**src/rtl/gftt_pkg.sv**
```systemverilog
// Shared encodings and constants for the GFTT gradient stage.
// Mode/border encodings, kernel weights and the window FSM state type.
package gftt_pkg;

    localparam logic GFTT_SOBEL  = 1'b0;
    localparam logic GFTT_SCHARR = 1'b1;

    localparam int unsigned SOBEL_W0  = 1;
    localparam int unsigned SOBEL_W1  = 2;
    localparam int unsigned SCHARR_W0 = 3;
    localparam int unsigned SCHARR_W1 = 10;

    localparam int unsigned BRD_ZERO = 0;
    localparam int unsigned BRD_REPL = 1;

    typedef enum logic [1:0] {
        StIdle,
        StLine,
        StFlush
    } win_state_e;

endpackage

```
**src/rtl/gftt_grad_win.sv**
```systemverilog
// Line FSM, 3x3 pixel window, border replication, per-line mode latch and
// sticky protocol-error flag. Emits one window per accepted column.
module gftt_grad_win #(
    parameter int unsigned PIX_W  = 8,
    parameter int unsigned BORDER = 0
) (
    input  logic                        clk,
    input  logic                        rst_n,
    input  logic [PIX_W-1:0]            i_line0,
    input  logic [PIX_W-1:0]            i_line1,
    input  logic [PIX_W-1:0]            i_line2,
    input  logic                        i_vin,
    input  logic                        i_first,
    input  logic                        i_last,
    input  logic                        i_mode,
    input  logic                        i_err_clr,
    output logic [2:0][2:0][PIX_W-1:0]  o_win,
    output logic                        o_emit,
    output logic                        o_zero,
    output logic                        o_mode,
    output logic                        o_err
);
    import gftt_pkg::*;

    win_state_e       r_state, w_state_d;
    logic [PIX_W-1:0] w_pix [3];
    logic [PIX_W-1:0] r_wl  [3];
    logic [PIX_W-1:0] r_wc  [3];
    logic             r_two;
    logic             r_mode;
    logic             r_err;
    logic             w_load, w_shift, w_emit, w_flush, w_err_set;

    assign w_pix[0] = i_line0;
    assign w_pix[1] = i_line1;
    assign w_pix[2] = i_line2;

    always_comb begin
        w_state_d = r_state;
        w_load    = 1'b0;
        w_shift   = 1'b0;
        w_emit    = 1'b0;
        w_flush   = 1'b0;
        w_err_set = 1'b0;
        unique case (r_state)
            StIdle: begin
                if (i_vin) begin
                    if (i_first) begin
                        w_load    = 1'b1;
                        w_state_d = i_last ? StFlush : StLine;
                    end else begin
                        w_err_set = 1'b1;
                    end
                end
            end
            StLine: begin
                if (i_vin) begin
                    if (i_first) begin
                        // Restart: the old line is dropped without a flush
                        w_err_set = 1'b1;
                        w_load    = 1'b1;
                        w_state_d = i_last ? StFlush : StLine;
                    end else begin
                        w_shift = 1'b1;
                        w_emit  = 1'b1;
                        if (i_last) begin
                            w_state_d = StFlush;
                        end
                    end
                end
            end
            StFlush: begin
                w_emit    = 1'b1;
                w_flush   = 1'b1;
                w_err_set = i_vin;
                w_state_d = StIdle;
            end
            default: w_state_d = StIdle;
        endcase
    end

    always_ff @(posedge clk or negedge rst_n) begin
        if (!rst_n) begin
            r_state <= StIdle;
            r_two   <= 1'b0;
            r_mode  <= 1'b0;
            r_err   <= 1'b0;
            for (int r = 0; r < 3; r++) begin
                r_wl[r] <= '0;
                r_wc[r] <= '0;
            end
        end else begin
            r_state <= w_state_d;
            r_err   <= w_err_set | (r_err & ~i_err_clr);
            if (w_load) begin
                r_mode <= i_mode;
                r_two  <= 1'b0;
                for (int r = 0; r < 3; r++) begin
                    r_wc[r] <= w_pix[r];
                end
            end else if (w_shift) begin
                r_two <= 1'b1;
                for (int r = 0; r < 3; r++) begin
                    r_wl[r] <= r_wc[r];
                    r_wc[r] <= w_pix[r];
                end
            end
        end
    end

    // Column 0: left neighbour missing; flush: right neighbour missing
    always_comb begin
        for (int r = 0; r < 3; r++) begin
            o_win[r][0] = r_two   ? r_wl[r] : r_wc[r];
            o_win[r][1] = r_wc[r];
            o_win[r][2] = w_flush ? r_wc[r] : w_pix[r];
        end
    end

    assign o_emit = w_emit;
    assign o_zero = (BORDER == BRD_ZERO) && (!r_two || w_flush);
    assign o_mode = r_mode;
    assign o_err  = r_err;

endmodule

```
**src/rtl/gftt_grad.sv**
```systemverilog
// 3x3 Sobel/Scharr gradient stage: window from gftt_grad_win feeding a
// 3-stage arithmetic pipeline (differences, weighting, sum + saturate).
module gftt_grad #(
    parameter int unsigned PIX_W  = 8,
    parameter int unsigned OUT_W  = PIX_W + 5,
    parameter int unsigned BORDER = 0
) (
    input  logic                    clk,
    input  logic                    rst_n,
    input  logic [PIX_W-1:0]        line0,
    input  logic [PIX_W-1:0]        line1,
    input  logic [PIX_W-1:0]        line2,
    input  logic                    vin,
    input  logic                    first_smpl,
    input  logic                    last_smpl,
    input  logic                    mode,
    input  logic                    err_clr,
    output logic signed [OUT_W-1:0] xgrd,
    output logic signed [OUT_W-1:0] ygrd,
    output logic                    vout,
    output logic                    err
);
    import gftt_pkg::*;

    localparam int unsigned DW = PIX_W + 1;
    localparam int unsigned SW = PIX_W + 6;
    localparam int unsigned EW = ((OUT_W > SW) ? OUT_W : SW) + 1;

    localparam logic signed [EW-1:0] SAT_MAX = {{(EW-OUT_W+1){1'b0}}, {(OUT_W-1){1'b1}}};
    localparam logic signed [EW-1:0] SAT_MIN = ~SAT_MAX;

    logic [2:0][2:0][PIX_W-1:0] w_win;
    logic                       w_emit, w_zero, w_mode;
    logic                       w_unused_ctr;

    gftt_grad_win #(
        .PIX_W  (PIX_W),
        .BORDER (BORDER)
    ) u_win (
        .clk       (clk),
        .rst_n     (rst_n),
        .i_line0   (line0),
        .i_line1   (line1),
        .i_line2   (line2),
        .i_vin     (vin),
        .i_first   (first_smpl),
        .i_last    (last_smpl),
        .i_mode    (mode),
        .i_err_clr (err_clr),
        .o_win     (w_win),
        .o_emit    (w_emit),
        .o_zero    (w_zero),
        .o_mode    (w_mode),
        .o_err     (err)
    );

    // Centre pixel carries zero weight in both kernels
    assign w_unused_ctr = ^w_win[1][1];

    // Stage 1: horizontal differences per row, vertical per column
    logic signed [DW-1:0] w_dx [3];
    logic signed [DW-1:0] w_dy [3];
    logic signed [DW-1:0] r_dx [3];
    logic signed [DW-1:0] r_dy [3];
    logic                 r_s1_vld, r_s1_zero, r_s1_mode;

    always_comb begin
        for (int i = 0; i < 3; i++) begin
            w_dx[i] = {1'b0, w_win[i][2]} - {1'b0, w_win[i][0]};
            w_dy[i] = {1'b0, w_win[2][i]} - {1'b0, w_win[0][i]};
        end
    end

    // Stage 2: weighting and partial sums
    logic signed [SW-1:0] w_w0, w_w1;
    logic signed [SW-1:0] w_ixo, w_ixm, w_iyo, w_iym;
    logic signed [SW-1:0] r_ixo, r_ixm, r_iyo, r_iym;
    logic                 r_s2_vld, r_s2_zero;

    always_comb begin
        w_w0  = (r_s1_mode == GFTT_SCHARR) ? SW'(SCHARR_W0) : SW'(SOBEL_W0);
        w_w1  = (r_s1_mode == GFTT_SCHARR) ? SW'(SCHARR_W1) : SW'(SOBEL_W1);
        w_ixo = w_w0 * (SW'(r_dx[0]) + SW'(r_dx[2]));
        w_ixm = w_w1 * SW'(r_dx[1]);
        w_iyo = w_w0 * (SW'(r_dy[0]) + SW'(r_dy[2]));
        w_iym = w_w1 * SW'(r_dy[1]);
    end

    // Stage 3: final sum and saturation
    logic signed [EW-1:0] w_xs, w_ys;

    assign w_xs = EW'(r_ixo) + EW'(r_ixm);
    assign w_ys = EW'(r_iyo) + EW'(r_iym);

    function automatic logic signed [OUT_W-1:0] sat_f(input logic signed [EW-1:0] v);
        if (v > SAT_MAX) begin
            return SAT_MAX[OUT_W-1:0];
        end else if (v < SAT_MIN) begin
            return SAT_MIN[OUT_W-1:0];
        end
        return v[OUT_W-1:0];
    endfunction

    always_ff @(posedge clk or negedge rst_n) begin
        if (!rst_n) begin
            for (int i = 0; i < 3; i++) begin
                r_dx[i] <= '0;
                r_dy[i] <= '0;
            end
            r_s1_vld  <= 1'b0;
            r_s1_zero <= 1'b0;
            r_s1_mode <= 1'b0;
            r_ixo     <= '0;
            r_ixm     <= '0;
            r_iyo     <= '0;
            r_iym     <= '0;
            r_s2_vld  <= 1'b0;
            r_s2_zero <= 1'b0;
            xgrd      <= '0;
            ygrd      <= '0;
            vout      <= 1'b0;
        end else begin
            for (int i = 0; i < 3; i++) begin
                r_dx[i] <= w_dx[i];
                r_dy[i] <= w_dy[i];
            end
            r_s1_vld  <= w_emit;
            r_s1_zero <= w_zero;
            r_s1_mode <= w_mode;
            r_ixo     <= w_ixo;
            r_ixm     <= w_ixm;
            r_iyo     <= w_iyo;
            r_iym     <= w_iym;
            r_s2_vld  <= r_s1_vld;
            r_s2_zero <= r_s1_zero;
            vout      <= r_s2_vld;
            if (r_s2_vld) begin
                xgrd <= r_s2_zero ? '0 : sat_f(w_xs);
                ygrd <= r_s2_zero ? '0 : sat_f(w_ys);
            end
        end
    end

endmodule

```
**config.mk**
```make
export PLATFORM = sky130hd
export DESIGN_NAME = gftt_grad
export DESIGN_NICKNAME = d
export VERILOG_FILES = /design/src/rtl/gftt_pkg.sv /design/src/rtl/gftt_grad_win.sv /design/src/rtl/gftt_grad.sv
export SDC_FILE = /design/constraint.sdc
export NUM_CORES = 1
export LEC_CHECK = 0
export BUFFER_PORTS_ARGS = -buffer_cell sky130_fd_sc_hd__buf_2
export CORE_ASPECT_RATIO = 2
export CORE_MARGIN = 1
export CORE_UTILIZATION = 32
export DETAILED_ROUTE_END_ITERATION = 6
export HOLD_SLACK_MARGIN = 0.05
export SLEW_MARGIN = 30
export SYNTH_ARGS = -nofsm -noshare
export SYNTH_HDL_FRONTEND = slang
export SYNTH_SLANG_ARGS = --single-unit
```
**constraint.sdc**
```tcl
create_clock -name clk -period 4.95 [get_ports clk]
set_input_delay 0.495 -clock clk [delete_from_list [all_inputs] [get_ports clk]]
set_output_delay 0.495 -clock clk [all_outputs]
set_load 0.1 [all_outputs]
```
==> flow_summary.yaml, run 1 <==
sta:
  grt_setup_unrepaired: "false"
  tightestPinTransition_ns: 0.928
  finalHoldViolations: 0
  fin_crit_sh: 0.717
  setup_violations: 0
  period_needed_ns: 3.55
  maxClockFrequency_mhz: 282
  setup-tns-final_ns: 0
  timing.max_slew.rel_slack: 0.381
  finalClockSkew_ns: 0.0140
  max_slew_violation_count: 0
drt:
  detail-route-antenna-nets: 0
  routed_via_density: 4.97
  drtPass1Iterations: 4
  violation_count_after_the_first_detailed_route_iteration: 234
  routed_wire_length_per_instance_um: 15.3
  dr_total_vias: 8387
  drt-total-wl_mm: 25.9
  remaining_drcs: 0
placed_design:
  detailed_place_hpwl_mm: 21.2
  placement.io_buffers: 58
  gp_routability_congestion: 0.829
layout:
  drive_above_1_share: 0.133
  num-nets-final: 1438
  antenna-diode-count: 0
  area_delta_synth_final_pct: 12.1
setup_path:
  crit-reg2reg-capture: "r_ixo[11]"
  worstSetupPathType: "flip-flop to flip-flop"
  worstPathRequired_ns: 5.31
  rrSetupSlack_ns: 1.40
  timing.rr.start: "r_dx[0]"
  timing.critical_path.to_type: "flip-flop"
  timing.critical_path.slowest_cell_delay_ns: 0.40
  worstPathArrival_ns: 3.90
  crit_path_frequent_cell: "sky130_fd_sc_hd__a21oi_1"
  path_max_fanout: 4
  worstPathCellList: "ha_1, fa_1, a21oi_1, nor2_1, nor2_1, o21bai_1, a21oi_1, o21ai_0, xnor2_1, ha_1, ha_1, a21oi_1, o21ai_0, a21o_1, a21oi_1, xnor2_1"
  crit_path_start: "r_dx[0]"
  startpoint_type: "flip-flop"
  worst_r2r_path_depth: 16
  timing.critical_path.slowest_stage_cell: "sky130_fd_sc_hd__fa_1"
clock_network:
  ctsHoldBuffers: 0
  cts.clk_slew.worst_paths_ns: 0.08
  root_buffer: "sky130_fd_sc_hd__clkbuf_16"
  max-clock-path-buffers: 2
  clkLatencyLatePin_ns: 0.44
  postCtsResizedCells: 0
  numClockSinks: 191
  number_of_setup_buffers_added_after_cts: 0
  cts_inserted_buffers: 17
  cts_htree_levels: 4
  tritoncts: "done"
synthesis:
  post_synth_fa_ha_maj_area_fraction: 0.208
  postSynth.asyncResetShare: 1.00
  count_of_flip_flops_with_a_built_in_enable_after_synthesis: 0
  ys_warn_count: 0
  synth_simple_gate_area_share: 0.0988
  largest_family_of_logic_cells_by_synthesized_area: "adder cells"
  yosys.cell_types.count: 60
  synth_compound_gate_area_share: 0.132
  synth_seq_cells: 191
  ys_dominant_reg_cell: "sky130_fd_sc_hd__dfrtp_1"
  synth_commonest_cells: "191 x sky130_fd_sc_hd__dfrtp_1, 182 x sky130_fd_sc_hd__ha_1, 81 x sky130_fd_sc_hd__inv_1"
  average_footprint_of_a_synthesized_cell_sq_um: 10.7
  synth_mux_area_frac: 0.0748
  yosysSeqAreaShare: 0.389
  synth_fp_nets: 1378
  cell_types_occupying_the_most_area_after_synthesis: "sky130_fd_sc_hd__dfrtp_1 39%, sky130_fd_sc_hd__ha_1 19%, sky130_fd_sc_hd__mux2_2 5.0%, sky130_fd_sc_hd__xnor2_1 3.7%, sky130_fd_sc_hd__a21oi_1 3.1%"
  post_synth_xor_area_fraction: 0.0641
  synth_area_sq_um: 12300
  post-synth-top-count-cell: "sky130_fd_sc_hd__dfrtp_1"
  synth_cells: 1151
  yosysTopAreaCell: "sky130_fd_sc_hd__dfrtp_1"
  post-synth-top-area-fraction: 0.389
floorplanning:
  start_util: 0.324
  rows: 101
  num_io_pins: 59
  die_w_um: 141
  die_h_um: 279
  die-area_sq_um: 39200
  core-area_sq_um: 37900
global_route:
  first_pass_grt_wire_length_mm: 43.5
  grt_start_max_net_pins: 99
  antenna_found_initial: 0
  global_route.overflow_total: 0
  grt_pass1_vias: 9272
  track_usage: 0.142
outcome:
  run_status: "completed"
job:
  max-cap-violations: 0
hold_path:
  hold_class: "input pin to async pin"
worst max-delay path: cells and delay by family (launching register included):
kind | cells | cell delay, ns
AO/OA/AOI/OAI | 8 | 1.31
AND/OR/NAND/NOR | 2 | 0.21
flip-flops | 1 | 0.37
adder cells (fa/ha/maj) | 4 | 1.23
XOR/XNOR | 2 | 0.35
stage by stage:
stage / area (sq um) / setup WS [ns] / hold WS, ns / utilization / std cells
2_1_floorplan: 12300 / 1.70 / 0.199 / - / 1151
4_1_cts: 13800 / 1.38 / 0.132 / 0.363 / 1686
3_5_place_dp: 13100 / 1.40 / 0.366 / 0.346 / 1655
3_3_place_gp: 13100 / 1.46 / 0.367 / 0.346 / 1655
5_1_grt: 13800 / 1.05 / 0.165 / 0.363 / 1686
6_report: 13800 / 1.40 / 0.0984 / 0.363 / 1686
metal layers:
metal	up-vias	track usage	share of wire
met5	-	0	0
met4	0	0.0948	0.053
li1	4183	-	-
met2	111	0.288	0.57
met1	4038	0.126	0.36
met3	55	0.0185	0.019
sequential cells by signal, summed over array words and instances (netlist names):
signal	cells
r_dx	27
r_dy	27
r_ixm	13
r_ixo	13
r_iym	13
r_iyo	13
r_s1_mode	1
r_s1_vld	1
r_s1_zero	1
r_s2_vld	1
r_s2_zero	1
u_win.o_err	1
u_win.o_mode	1
u_win.o_win	24
u_win.r_state	2
u_win.r_two	1
u_win.r_wl	24
vout	1
xgrd	13
ygrd	13
how the worst max path moves through the flow:
| stage | end | slack (ns) |
|---|---|---|
| after floorplan | r_dx[25] | 1.70 |
| after global placement | r_iyo[12] | 1.46 |
| after detailed placement | r_ixo[11] | 1.40 |
| after CTS | r_ixo[11] | 1.38 |
| after global routing | r_iyo[12] | 1.05 |
| final | r_ixo[11] | 1.40 |
cell type report:
type,instances,area [sq um]
inverters,81,304
repair buffers,67,367
well taps,463,579
fillers,3780,24100
clock buffers,19,443
flip-flops and latches,191,4780
multi-input cells,853,7100
clock inverters,12,204
cells in the final DEF, fill, tap and decap left out, types with 13 or more instances in the layout:
cell type                     n
sky130_fd_sc_hd__nor2_1      52
sky130_fd_sc_hd__a21oi_1     75
sky130_fd_sc_hd__clkbuf_16   17
sky130_fd_sc_hd__xor2_1      38
sky130_fd_sc_hd__mux2_2      55
sky130_fd_sc_hd__nor4_1      19
sky130_fd_sc_hd__o21ai_0     49
sky130_fd_sc_hd__fa_1        14
sky130_fd_sc_hd__inv_1       81
sky130_fd_sc_hd__ha_1       182
sky130_fd_sc_hd__nor2b_1     32
sky130_fd_sc_hd__nor3_1      15
sky130_fd_sc_hd__dfrtp_1    190
sky130_fd_sc_hd__o21bai_1    17
sky130_fd_sc_hd__buf_2       57
sky130_fd_sc_hd__nand2_1     49
sky130_fd_sc_hd__a221o_1     13
sky130_fd_sc_hd__a21o_1      40
sky130_fd_sc_hd__and2_1      36
sky130_fd_sc_hd__xnor2_1     52
sky130_fd_sc_hd__mux2i_1     30
cells by family (layout without fill, tap and decap cells):
group | after synthesis | in the layout
XOR/XNOR | 90 | 90
buffers and inverters | 107 | 179
adder cells (fa/ha/maj) | 196 | 196
AO/OA/AOI/OAI | 246 | 246
AND/OR/NAND/NOR | 236 | 236
multiplexers | 85 | 85
flip-flops | 191 | 191
Power of run 1 is not shown: default switching activity piles up to over one toggle a cycle in this logic, so the estimate is an artifact.
==> run 2, diff against run 1 <==
- ABC_AREA: default -> 1
- clock period: 4.95 -> 3.5 ns (I/O delays scaled with it)
==> run 2 against run 1 <==
Net effect:
- via count grew 19%
- final cell count grew 26%
- clock skew shrank 0.0039 ns
- worst setup slack lost 1.2 ns
- highest routed layer unchanged
==> flow_summary.yaml, run 2 <==
clock_network:
  cts_htree_levels: 4
  numClockSinks: 191
  clkLatencyLatePin_ns: 0.45
  cts_inserted_buffers: 17
  max-clock-path-buffers: 2
  cts.clk_slew.worst_paths_ns: 0.07
  root_buffer: "sky130_fd_sc_hd__clkbuf_16"
  tritoncts: "done"
hold_path:
  hold_class: "input pin to flip-flop"
  hold_path.startpoint: "err_clr"
synthesis:
  synth_seq_cells: 191
  ys_warn_count: 0
  post-synth-top-area-fraction: 0.374
  count_of_flip_flops_with_a_built_in_enable_after_synthesis: 0
  yosysSeqAreaShare: 0.374
  yosysTopAreaCell: "sky130_fd_sc_hd__dfrtp_1"
  average_footprint_of_a_synthesized_cell_sq_um: 8.41
  post-synth-top-count-cell: "sky130_fd_sc_hd__nand2_1"
  cell_types_occupying_the_most_area_after_synthesis: "sky130_fd_sc_hd__dfrtp_1 37%, sky130_fd_sc_hd__ha_1 18%, sky130_fd_sc_hd__nand2_1 10%, sky130_fd_sc_hd__inv_1 5.8%, sky130_fd_sc_hd__xor2_1 5.1%"
  synth_fp_nets: 1748
  postSynth.asyncResetShare: 1.00
  synth_commonest_cells: "357 x sky130_fd_sc_hd__nand2_1, 197 x sky130_fd_sc_hd__inv_1, 191 x sky130_fd_sc_hd__dfrtp_1"
  synth_cells: 1521
  ys_dominant_reg_cell: "sky130_fd_sc_hd__dfrtp_1"
  yosys.cell_types.count: 41
  synth_area_sq_um: 12800
sta:
  tightestPinTransition_ns: 0.861
  finalHoldViolations: 0
  postLayoutSetupSlackWorst_ns: 0.220
  setup_violations: 0
  period_needed_ns: 3.28
  finalClockSkew_ns: 0.0101
  timing.max_slew.rel_slack: 0.420
  fin_crit_sh: 0.937
  max_slew_violation_count: 0
  maxClockFrequency_mhz: 305
global_route:
  first_pass_grt_wire_length_mm: 48.8
  grt_start_max_net_pins: 92
  antenna_found_initial: 0
  grt_pass1_vias: 10200
  global_route.overflow_total: 0
  track_usage: 0.153
floorplanning:
  start_util: 0.324
  num_io_pins: 59
  die-area_sq_um: 40800
  die_w_um: 143
  core-area_sq_um: 39400
  die_h_um: 285
  rows: 103
layout:
  antenna-diode-count: 0
  finalInstanceArea_sq_um: 14400
  drive_above_1_share: 0.0931
  area_delta_synth_final_pct: 12.9
  reg.largest.list: "r_dx (27), r_dy (27)"
  layout.cells.most_common_list: "357 x sky130_fd_sc_hd__nand2_1, 197 x sky130_fd_sc_hd__inv_1, 191 x sky130_fd_sc_hd__dfrtp_1"
  layout_commonest_cell: "sky130_fd_sc_hd__nand2_1"
  num-nets-final: 1815
setup_path:
  worstPathCellList: "ha_2, fa_2, nand2_1, inv_1, nor2_1, o21bai_1, a21oi_1, o21ai_0, xor2_1, inv_1, ha_1, ha_1, a21oi_1, o21ai_1, a21oi_1, o21ai_0, a21oi_1, xnor2_1"
  crit_path_start: "r_dx[0]"
  crit_path_frequent_cell: "sky130_fd_sc_hd__a21oi_1"
  startpoint_type: "flip-flop"
  worstPathArrival_ns: 3.64
  worstSetupPathType: "flip-flop to flip-flop"
  path_max_fanout: 5
  timing.critical_path.to_type: "flip-flop"
  timing.critical_path.slowest_cell_delay_ns: 0.38
  rrSetupSlack_ns: 0.22
  worstPathRequired_ns: 3.86
  timing.rr.start: "r_dx[0]"
  timing.critical_path.slowest_stage_cell: "sky130_fd_sc_hd__dfrtp_1"
outcome:
  run_status: "completed"
placed_design:
  setup_slack_at_placement_ns: 0.0904
  detailed_place_hpwl_mm: 24.2
  cell_area_after_placement_sq_um: 13800
  gp_routability_congestion: 0.944
  placement.io_buffers: 58
job:
  max-cap-violations: 0
drt:
  routed_wire_length_per_instance_um: 13.8
  drt-total-wl_mm: 29.3
  routed_via_density: 4.68
  remaining_drcs: 0
  dr_total_vias: 9950
  drtPass1Iterations: 5
  detail-route-antenna-nets: 0
  violation_count_after_the_first_detailed_route_iteration: 324
run 2: timing repair:
item / in CTS / in global routing
hold endpoints to repair: 89 / 0
buffers inserted: 0 / 0
gates resized for setup: 0 / 13
hold buffers: 1 / 0
setup endpoints to repair: 0 / 9
run 2: kinds of logic (layout without fill, tap and decap cells):
family | after synthesis | in the layout | synth area share
AOI/OAI and AO/OA | 281 | 281 | 0.120
muxes | 1 | 1 | 0.000880
buffers and inverters | 230 | 310 | 0.0688
DFF | 191 | 191 | 0.374
and+or+nand+nor | 530 | 530 | 0.174
adders and majority gates | 196 | 196 | 0.200
xor gates and xnor gates | 92 | 92 | 0.0630
run 2: area by class of cell:
class	count	area, sq um
tap	525	657
fill	4128	25000
sequential	191	4780
inverter	200	753
clock buffer	22	474
clock inverter	10	126
timing repair buffer	78	464
multi-input combinational	1100	7190
run 2: path summary, 6_finish.rpt:
check | cells past startpoint | end
setup / recovery | 18 | r_ixo[9]
hold / removal | 2 | u_win.o_err
setup reg to reg | 18 | r_ixo[9]
hold reg to reg | 0 | r_iym[1]
max in group asynchronous | 3 | r_ixm[13]
min in group asynchronous | 2 | u_win.o_win[12]
run 2: per-layer routing:
metal,share of wire,GRT usage
met3,0.023,0.0207
met4,0.048,0.0859
met2,0.56,0.301
met1,0.37,0.148
met5,0,0
run 2: stage by stage:
step	std cells	TNS (ns)	hold slack (ns)	utilization
after detailed placement	2093	0	0.366	0.349
after global placement	2093	0	0.364	0.349
final	2126	0	0.0797	0.366
after CTS	2126	0	0.0568	0.365
after global routing	2126	-0.0183	0.0657	0.366
after floorplan	1521	0	0.0544	-
run 2: worst max-delay path: cells and delay by family, from the launching register on:
kind / cells / cell delay [ns]
DFF: 1 / 0.38
AOI/OAI and AO/OA: 8 / 1.03
adders and majority gates: 4 / 1.20
buffers and inverters: 2 / 0.12
and+or+nand+nor: 2 / 0.15
xor gates and xnor gates: 2 / 0.32
Power of run 2 is left out for the same reason.
